`config.mk`:
```
export PLATFORM = sky130hd
export DESIGN_NAME = scan_timing_core
export DESIGN_NICKNAME = d
export VERILOG_FILES = /design/src/rtl/scan_timing_core.sv
export SDC_FILE = /design/constraint.sdc
export NUM_CORES = 1
export LEC_CHECK = 0
export ABC_AREA = 1
export BUFFER_PORTS_ARGS = -buffer_cell sky130_fd_sc_hd__buf_4
export CAP_MARGIN = 20
export CORE_MARGIN = 10
export CORE_UTILIZATION = 35
export DETAILED_ROUTE_END_ITERATION = 16
export PLACE_DENSITY = 0.53
export SYNTH_ARGS = -nofsm -noshare
export SYNTH_HDL_FRONTEND = slang
export SYNTH_SLANG_ARGS = --single-unit
```
`constraint.sdc`:
```
create_clock -name clk_i -period 5.5 [get_ports clk_i]
set_input_delay 0.275 -clock clk_i [delete_from_list [all_inputs] [get_ports clk_i]]
set_output_delay 0.275 -clock clk_i [all_outputs]
set_load 0.005 [all_outputs]
```
`src/rtl/scan_timing_core.sv`:
```
// Scan timing core: waits a quarter period after each mirror zero-crossing,
// walks the point memory forward or in reverse, and fires per-channel laser
// pulses when the line time counter reaches each point's timestamp.
module scan_timing_core #(
   parameter int CNT_W   = 16,
   parameter int ADDR_W  = 11,
   parameter int N_CH    = 2,
   parameter int PULSE_W = 5
) (
   input  logic               clk_i,
   input  logic               nrst_i,
   input  logic               enable_i,
   input  logic               zc_i,
   input  logic               bidir_i,
   input  logic [ADDR_W-1:0]  points_per_line_i,
   input  logic [CNT_W-1:0]   quarter_delay_i,
   input  logic [PULSE_W-1:0] pulse_length_i,
   input  logic [N_CH-1:0]    ch_mask_i,
   output logic [ADDR_W-1:0]  raddr_o,
   input  logic [CNT_W-1:0]   ts_i,
   input  logic [N_CH-1:0]    active_i,
   output logic [N_CH-1:0]    laser_o,
   output logic               line_done_o,
   output logic               line_dir_o,
   output logic               overrun_o,
   output logic               busy_o
);

   typedef enum logic [2:0] {
      IDLE,
      WAIT,
      FETCH,
      DELAY,
      FIRE,
      DONE
   } state_t;

   localparam logic [CNT_W-1:0] CNT_MAX = {CNT_W{1'b1}};

   state_t             state_q;
   state_t             state_d;
   logic               zc_q;
   logic               zc_edge;
   logic [CNT_W-1:0]   counter_q;
   logic [ADDR_W-1:0]  index_q;
   logic [ADDR_W-1:0]  next_idx;
   logic [ADDR_W-1:0]  fetch_addr;
   logic [CNT_W-1:0]   ts_q;
   logic [N_CH-1:0]    active_q;
   logic               delay_first_q;
   logic [PULSE_W-1:0] pulse_cnt_q [N_CH];
   logic               start_line;
   logic               abort_line;
   logic               fire;
   logic               load_addr;

   assign zc_edge = zc_i & ~zc_q;

   // Next-state logic; any zero-crossing edge mid-line aborts straight to DONE
   always_comb begin
      state_d    = state_q;
      start_line = 1'b0;
      abort_line = 1'b0;
      fire       = 1'b0;
      load_addr  = 1'b0;
      if (!enable_i) begin
         state_d = IDLE;
      end else begin
         case (state_q)
            IDLE: begin
               if (zc_edge && (points_per_line_i != '0)) begin
                  state_d    = WAIT;
                  start_line = 1'b1;
               end
            end
            WAIT: begin
               if (zc_edge) begin
                  abort_line = 1'b1;
               end else if (counter_q >= quarter_delay_i) begin
                  state_d   = FETCH;
                  load_addr = 1'b1;
               end
            end
            FETCH: begin
               if (zc_edge) begin
                  abort_line = 1'b1;
               end else begin
                  state_d = DELAY;
               end
            end
            DELAY: begin
               if (zc_edge) begin
                  abort_line = 1'b1;
               end else if (!delay_first_q && (counter_q >= ts_q)) begin
                  state_d = FIRE;
               end
            end
            FIRE: begin
               if (zc_edge) begin
                  abort_line = 1'b1;
               end else begin
                  fire = 1'b1;
                  if (index_q == (points_per_line_i - ADDR_W'(1))) begin
                     state_d = DONE;
                  end else begin
                     state_d   = FETCH;
                     load_addr = 1'b1;
                  end
               end
            end
            DONE: begin
               state_d = IDLE;
            end
            default: begin
               state_d = IDLE;
            end
         endcase
         if (abort_line) begin
            state_d = DONE;
         end
      end
   end

   // Address of the point about to be fetched, mirrored on reverse lines
   always_comb begin
      next_idx   = (state_q == FIRE) ? index_q + ADDR_W'(1) : index_q;
      fetch_addr = line_dir_o ? (points_per_line_i - ADDR_W'(1) - next_idx) : next_idx;
   end

   // State register and zero-crossing input register
   always_ff @(posedge clk_i or negedge nrst_i) begin
      if (!nrst_i) begin
         state_q <= IDLE;
         zc_q    <= 1'b0;
      end else begin
         state_q <= state_d;
         zc_q    <= zc_i;
      end
   end

   // Line time counter: cleared at line start, saturates instead of wrapping
   always_ff @(posedge clk_i or negedge nrst_i) begin
      if (!nrst_i) begin
         counter_q <= '0;
      end else if (start_line) begin
         counter_q <= '0;
      end else if ((state_q != IDLE) && (counter_q != CNT_MAX)) begin
         counter_q <= counter_q + CNT_W'(1);
      end
   end

   // Point index and registered memory read address
   always_ff @(posedge clk_i or negedge nrst_i) begin
      if (!nrst_i) begin
         index_q <= '0;
         raddr_o <= '0;
      end else begin
         if (start_line) begin
            index_q <= '0;
         end else if (fire) begin
            index_q <= index_q + ADDR_W'(1);
         end
         if (load_addr) begin
            raddr_o <= fetch_addr;
         end
      end
   end

   // Capture timestamp and active bits on the first DELAY cycle, when memory data is valid
   always_ff @(posedge clk_i or negedge nrst_i) begin
      if (!nrst_i) begin
         delay_first_q <= 1'b0;
         ts_q          <= '0;
         active_q      <= '0;
      end else begin
         delay_first_q <= (state_q == FETCH);
         if ((state_q == DELAY) && delay_first_q) begin
            ts_q     <= ts_i;
            active_q <= active_i;
         end
      end
   end

   // Line direction toggles at each line end in bidirectional mode; overrun flags an abort
   always_ff @(posedge clk_i or negedge nrst_i) begin
      if (!nrst_i) begin
         line_dir_o <= 1'b0;
         overrun_o  <= 1'b0;
      end else begin
         overrun_o <= abort_line;
         if (state_q == DONE) begin
            line_dir_o <= bidir_i ? ~line_dir_o : 1'b0;
         end
      end
   end

   // Per-channel pulse counters; a new FIRE reloads a running pulse seamlessly
   always_ff @(posedge clk_i or negedge nrst_i) begin
      if (!nrst_i) begin
         for (int c = 0; c < N_CH; c++) begin
            pulse_cnt_q[c] <= '0;
         end
      end else begin
         for (int c = 0; c < N_CH; c++) begin
            if (fire && active_q[c] && ch_mask_i[c]) begin
               pulse_cnt_q[c] <= pulse_length_i;
            end else if (pulse_cnt_q[c] != '0) begin
               pulse_cnt_q[c] <= pulse_cnt_q[c] - PULSE_W'(1);
            end
         end
      end
   end

   // Laser outputs follow the pulse counters, so reset clears them at once
   always_comb begin
      laser_o = '0;
      for (int c = 0; c < N_CH; c++) begin
         laser_o[c] = (pulse_cnt_q[c] != '0);
      end
   end

   assign line_done_o = (state_q == DONE);
   assign busy_o      = (state_q != IDLE);

endmodule
```
Word-level counts from Yosys, hierarchy flattened
Index checks and enable logic that the tools add are counted.
- bits in registers: 73
- latch bits: 0
- bits in writable memories: 0
- ROM bits: 0
- input port bits: 57
- output and inout port bits: 17
- word-level logic and storage cells: 95
- memories: 0
- add/sub/neg operators: 6
- multipliers: 0
- div/mod/pow operators: 0
- $lt $le $gt $ge: 2
- eq/ne operators: 14
- shifts and indexed selects: 0
- muxes and demuxes: 38
- bitwise gates (word level): 3
- reduce and logical (&&, ||, !) cells: 20
- operators by type and width (cell ; number):
    11-bit two-way mux ; 4
    16-bit greater-or-equal comparator ; 2
    16-bit two-way mux ; 2
    3-bit two-way mux ; 10
    4-bit != test (second input constant) ; 7
    5-bit two-way mux ; 4
    16-bit by 1-bit adder with 16-bit output (second input constant) ; 1
    1-bit two-way mux ; 16
    16-bit != test (second input constant) ; 1
    3-bit one-hot mux with 5 select lines ; 1
    11-bit by 1-bit adder with 11-bit output (second input constant) ; 1
    11-bit equality test ; 1
    11-bit nonzero test ; 1
    11-bit by 1-bit subtractor with 11-bit output (second input constant) ; 1
    11-bit subtractor ; 1
    5-bit nonzero test ; 2
    5-bit by 1-bit subtractor with 5-bit output (second input constant) ; 2
    1-bit logical AND ; 8
    2-bit nonzero test ; 4
    7-bit AND reduction ; 1
    3-bit by 2-bit equality test with 1-bit output (second input constant) ; 2
    3-bit equality test (second input constant) ; 2
    4-bit OR reduction ; 1
    3-bit by 1-bit equality test with 1-bit output (second input constant) ; 1
    other kinds (6) ; 7

Depth between registers and ports, before layout
- depth in word-level cells: 8
- depth in mapped cells: 20
- mapped depth without buffers: 19

Least setup slack after synthesis
Ideal clock, no wire load.
- path kind: reg-to-reg
- start: register index_q[0]
- end: register raddr_o[10]
- setup time: 0.066 ns
- data arrival time: 2.448 ns
- data required time: 5.434 ns
- slack: 2.987 ns
- stages on the path, launching flop included: 19
- path buffers: 0
- clock period less this slack: 2.513 ns
- cells stage by stage: dfrtp_1 ha_1 nand3_1 nor2_1 nand2_1 xor2_1 nand2_1 o21ai_0 ha_1 inv_1 nor3_1 nand3_1 nand3_1 nand3_1 nand3_1 nand2_1 nand2_1 nand3_1 nand2_1
- cells in the longest elaborated chain, start to end: 5
- elaborated cells between the ends (all ways): 9
- those cells by class: add/sub: 2; eq/ne: 1; mux: 6
- RTL lines (element ; RTL line ; RTL):
    from (decl) ; 45 ; logic [ADDR_W-1:0] index_q;
    from (signal assigned) ; 161 ; index_q <= index_q + ADDR_W'(1);
    branches (longest 5 deep; another with 11-bit by 1-bit adder with 11-bit output) ; - ;
    to (signal assigned) ; 164 ; raddr_o <= fetch_addr;
    to (decl) ; 19 ; output logic [ADDR_W-1:0] raddr_o,
Parallel ways; which one is timed is not known.
A chain may end at the register's enable or synchronous reset.

Worst setup path in the final report
Same ends and word-level chain as after synthesis.

==> results by group <==
Timing
  • Setup_tns: 0 ps
  • Setup Skew: 8.88 ps
  • RSZ-0062 raised after global routing: false
  • Final period util: 54.7%
  • Slew headroom: 35.7%
  • Slew @ Worst Pin: 965 ps
  • Min cycle time layout: 3010 ps
  • Worst setup margin: 2490 ps
  • Fmax: 333 MHz
  • Final Hold Fails: 0
  • Final setup viols: 0
  • Max-slew violations: 0

Worst setup path
  • Worst-case reg-to-reg path depth: 18
  • Most common cell on crit path: nand3_1
  • CP Cell Sequence: ha_1 > nand3_1 > nor2_1 > nand2_1 > xor2_1 > nand2_1 > o21ai_0 > ha_1 > inv_1 > nor3_1 > nand3_1 > nand3_1 > nand3_1 > nand3_1 > nand2_1 > nand2_1 > nand3_1 > nand2_1
  • Max incr delay on CP: 430 ps
  • CP Class: flop to flop
  • R2R Path Start: index_q[0]$_DFFE_PN0P_
  • Worst EP arrival: 3290 ps
  • Slowest CP cell: dfrtp_1
  • Critical Path Sink Type: flop
  • Worst Setup Start Kind: flop
  • CP Buf/Inv Count: 1
  • CP Max Fanout: 5
  • Top delay family on crit path: simple AND/OR/NAND/NOR gates
  • Reg2reg end: raddr_o[10]$_DFFE_PN0P_
  • Reg2reg setup slack: 2490 ps
  • WP data required: 5780 ps

Place
  • Cell count after placement: 1,079
  • Final GP Congestion: 0.864
  • DP Wirelength: 12,000 um
  • Post-place setup slack: 2480 ps
  • Port bufs: 73

Pwr
  • PwrDens: 392 nW/um^2
  • Leak: 3.44 nW
  • Max IR drop VDD: 0.198 mV

Logic synthesis
  • Part of the Yosys area used for sequential elements: 32.6%
  • Async SR Flop Fraction: 100%
  • Ys flop type: dfrtp_1
  • Yosys top cell area share: 32.6%
  • Syn_nets: 912
  • Mapped cell area: 5600 sq um
  • Post-synth top area cell: dfrtp_1
  • Number of flops mapped to enable cells by yosys: 0
  • Synth warn: 0
  • Mapped Avg Cell Area: 6.96 sq um
  • Unique cell type count in the Yosys netlist: 40
  • FF+latch count, synth: 73
  • Synth top area cells: dfrtp_1 33%, nand2_1 13%, ha_1 11%
  • Post-Synthesis Cells: 804

Clock network
  • Inserted Clock Buffers: 9
  • TritonCTS clock tree: yes
  • Resize count post-CTS: 0
  • Hold-fix buffers at CTS: 0
  • CTS root buffer: clkbuf_16
  • H-tree Lvls: 3
  • Clock sink count: 73
  • Worst-path clk slew: 60 ps
  • Clk_lat worst skew: 340 ps
  • Bufs on Longest Clock Path: 2
  • Post-CTS setup buffers: 0

Global routing
  • Largest net degree at the start of global routing: 74
  • Vias in the first global route: 5,196
  • Overflow after GRT: 0
  • First-pass GRT wire length: 25,100 um
  • Initial antenna violation count: 0
  • Tot GR Track Use: 14.1%

Floorplan
  • Core Area: 15,800 sq um
  • # IOs: 74
  • Die height: 146 um
  • # rows: 46
  • Starting density of the core: 35.5%
  • Die width: 146 um
  • Die Area: 21,500 sq um

Worst hold path
  • Hold Crit Start: zc_i
  • Hold Path End: zc_q$_DFF_PN0_
  • Hold Crit Class: primary input to flop
  • Hold path depth: 1

Detailed routing
  • Vias/cell: 4.78
  • Vias: 5,240
  • Top layer in use: met4
  • DRT antenna net count: 0
  • DRC: 0
  • Met3 wire len: 496 um
  • WL per Instance: 13.7 um
  • DRT met1 WL: 6690 um
  • DR iter-0 viols: 298
  • DRT Pass-1 Iters: 5
  • Total wire length: 15,000 um
  • Met2 WL: 7550 um

Status
  • Status: completed

Cells and area
  • Antenna cell count: 0
  • Share of cells above drive strength 1: 12.2%
  • Final net count: 983
  • Finished Layout Cells: 1,096
  • Area Overhead vs Synth: 19.7%

Run
  • Max-Cap Viols: 0
cell usage after synthesis, types with 11 or more instances:
cell     number
a21oi_1      40
dfrtp_1      73
ha_1         50
inv_1       118
nand2_1     201
nand3_1      76
nand4_1      11
nor2_1       72
nor3_1       16
o21ai_0      54
o22ai_1      11
xor2_1       21
stage by stage:
stage / total power, mW / hold slack, ps / utilization, % / instance area [sq um]
floorplan: 1.64 / -20.6 / - / 5600
global placement: 2.00 / 397 / 40.3 / 6350
detailed placement: 2.01 / 398 / 40.3 / 6350
CTS: 2.68 / 29.7 / 42.3 / 6670
global route: 2.90 / 30.0 / 42.5 / 6700
finish: 2.63 / 46.0 / 42.5 / 6700
cell type report:
| type | instances | area [sq um] |
|---|---|---|
| fill | 1771 | 9070 |
| clock buffer | 12 | 246 |
| tap | 216 | 270 |
| timing repair buffer | 74 | 576 |
| multi-input combinational | 594 | 3240 |
| inverter | 123 | 462 |
| clock inverter | 4 | 76.3 |
| sequential | 73 | 1830 |
how the worst max path moves through the flow:
stage	slack, ps	startpoint	endpoint	cells past startpoint
detailed placement	2480	points_per_line_i[0]	raddr_o[10]$_DFFE_PN0P_	20
finish	2490	index_q[0]$_DFFE_PN0P_	raddr_o[10]$_DFFE_PN0P_	18
global route	2070	index_q[0]$_DFFE_PN0P_	raddr_o[10]$_DFFE_PN0P_	18
floorplan	2990	index_q[0]$_DFFE_PN0P_	raddr_o[10]$_DFFE_PN0P_	18
global placement	2440	points_per_line_i[0]	raddr_o[10]$_DFFE_PN0P_	20
CTS	2480	index_q[0]$_DFFE_PN0P_	raddr_o[10]$_DFFE_PN0P_	18
state kept, by name (all words and copies together) (netlist names), 2 cells and up:
| register | flops |
|---|---|
| ts_q | 16 |
| raddr_o | 11 |
| index_q | 11 |
| state_q | 3 |
| counter_q | 16 |
| active_q | 2 |
| pulse_cnt_q | 10 |
power by group:
group / internal (mW) / switching, mW / total, mW
registers: 0.731 / 0.167 / 0.898
clock network: 0.411 / 0.239 / 0.650
logic: 0.450 / 0.632 / 1.08
total: 1.59 / 1.04 / 2.63
logic make-up (layout without fill, tap and decap cells):
kind of cell	after synthesis	in the layout	synth area share, %
compound gates	122	122	12.0
xor+xnor	23	23	3.60
fa+ha+maj	51	51	11.5
buf+inv	137	213	9.45
flops	73	73	32.6
mux	3	3	0.603
simple gates	395	395	30.2
placed cells by master, fill, tap and decap left out, types with 2 or more instances in the layout:
cell / netlist / final
nand2_1: 201 / 201
o31ai_1: 4 / 4
nand3_1: 76 / 76
clkbuf_16: 0 / 9
nor2_2: 3 / 3
o21ai_0: 54 / 54
inv_1: 118 / 118
xnor2_1: 2 / 2
dfrtp_1: 73 / 73
xor2_1: 21 / 21
nor4_1: 4 / 4
clkbuf_1: 7 / 2
a31oi_1: 3 / 3
nand3b_1: 3 / 3
buf_4: 1 / 73
o21a_1: 2 / 2
nor2_1: 72 / 72
mux2_2: 3 / 3
nand2_2: 3 / 3
o22ai_1: 11 / 11
o21bai_1: 3 / 3
nor2_4: 2 / 2
nor3_1: 16 / 16
bufinv_16: 0 / 2
a21oi_1: 40 / 40
ha_1: 50 / 50
inv_2: 4 / 4
nand4_1: 11 / 11
per-layer routing:
metal  track usage (%)  vias up
li1                  -     2766
met1              16.4     2360
met2              25.4       90
met3              3.00       24
met4              4.10        0
met5                 0        -
Power figures use the tool's default switching activity.
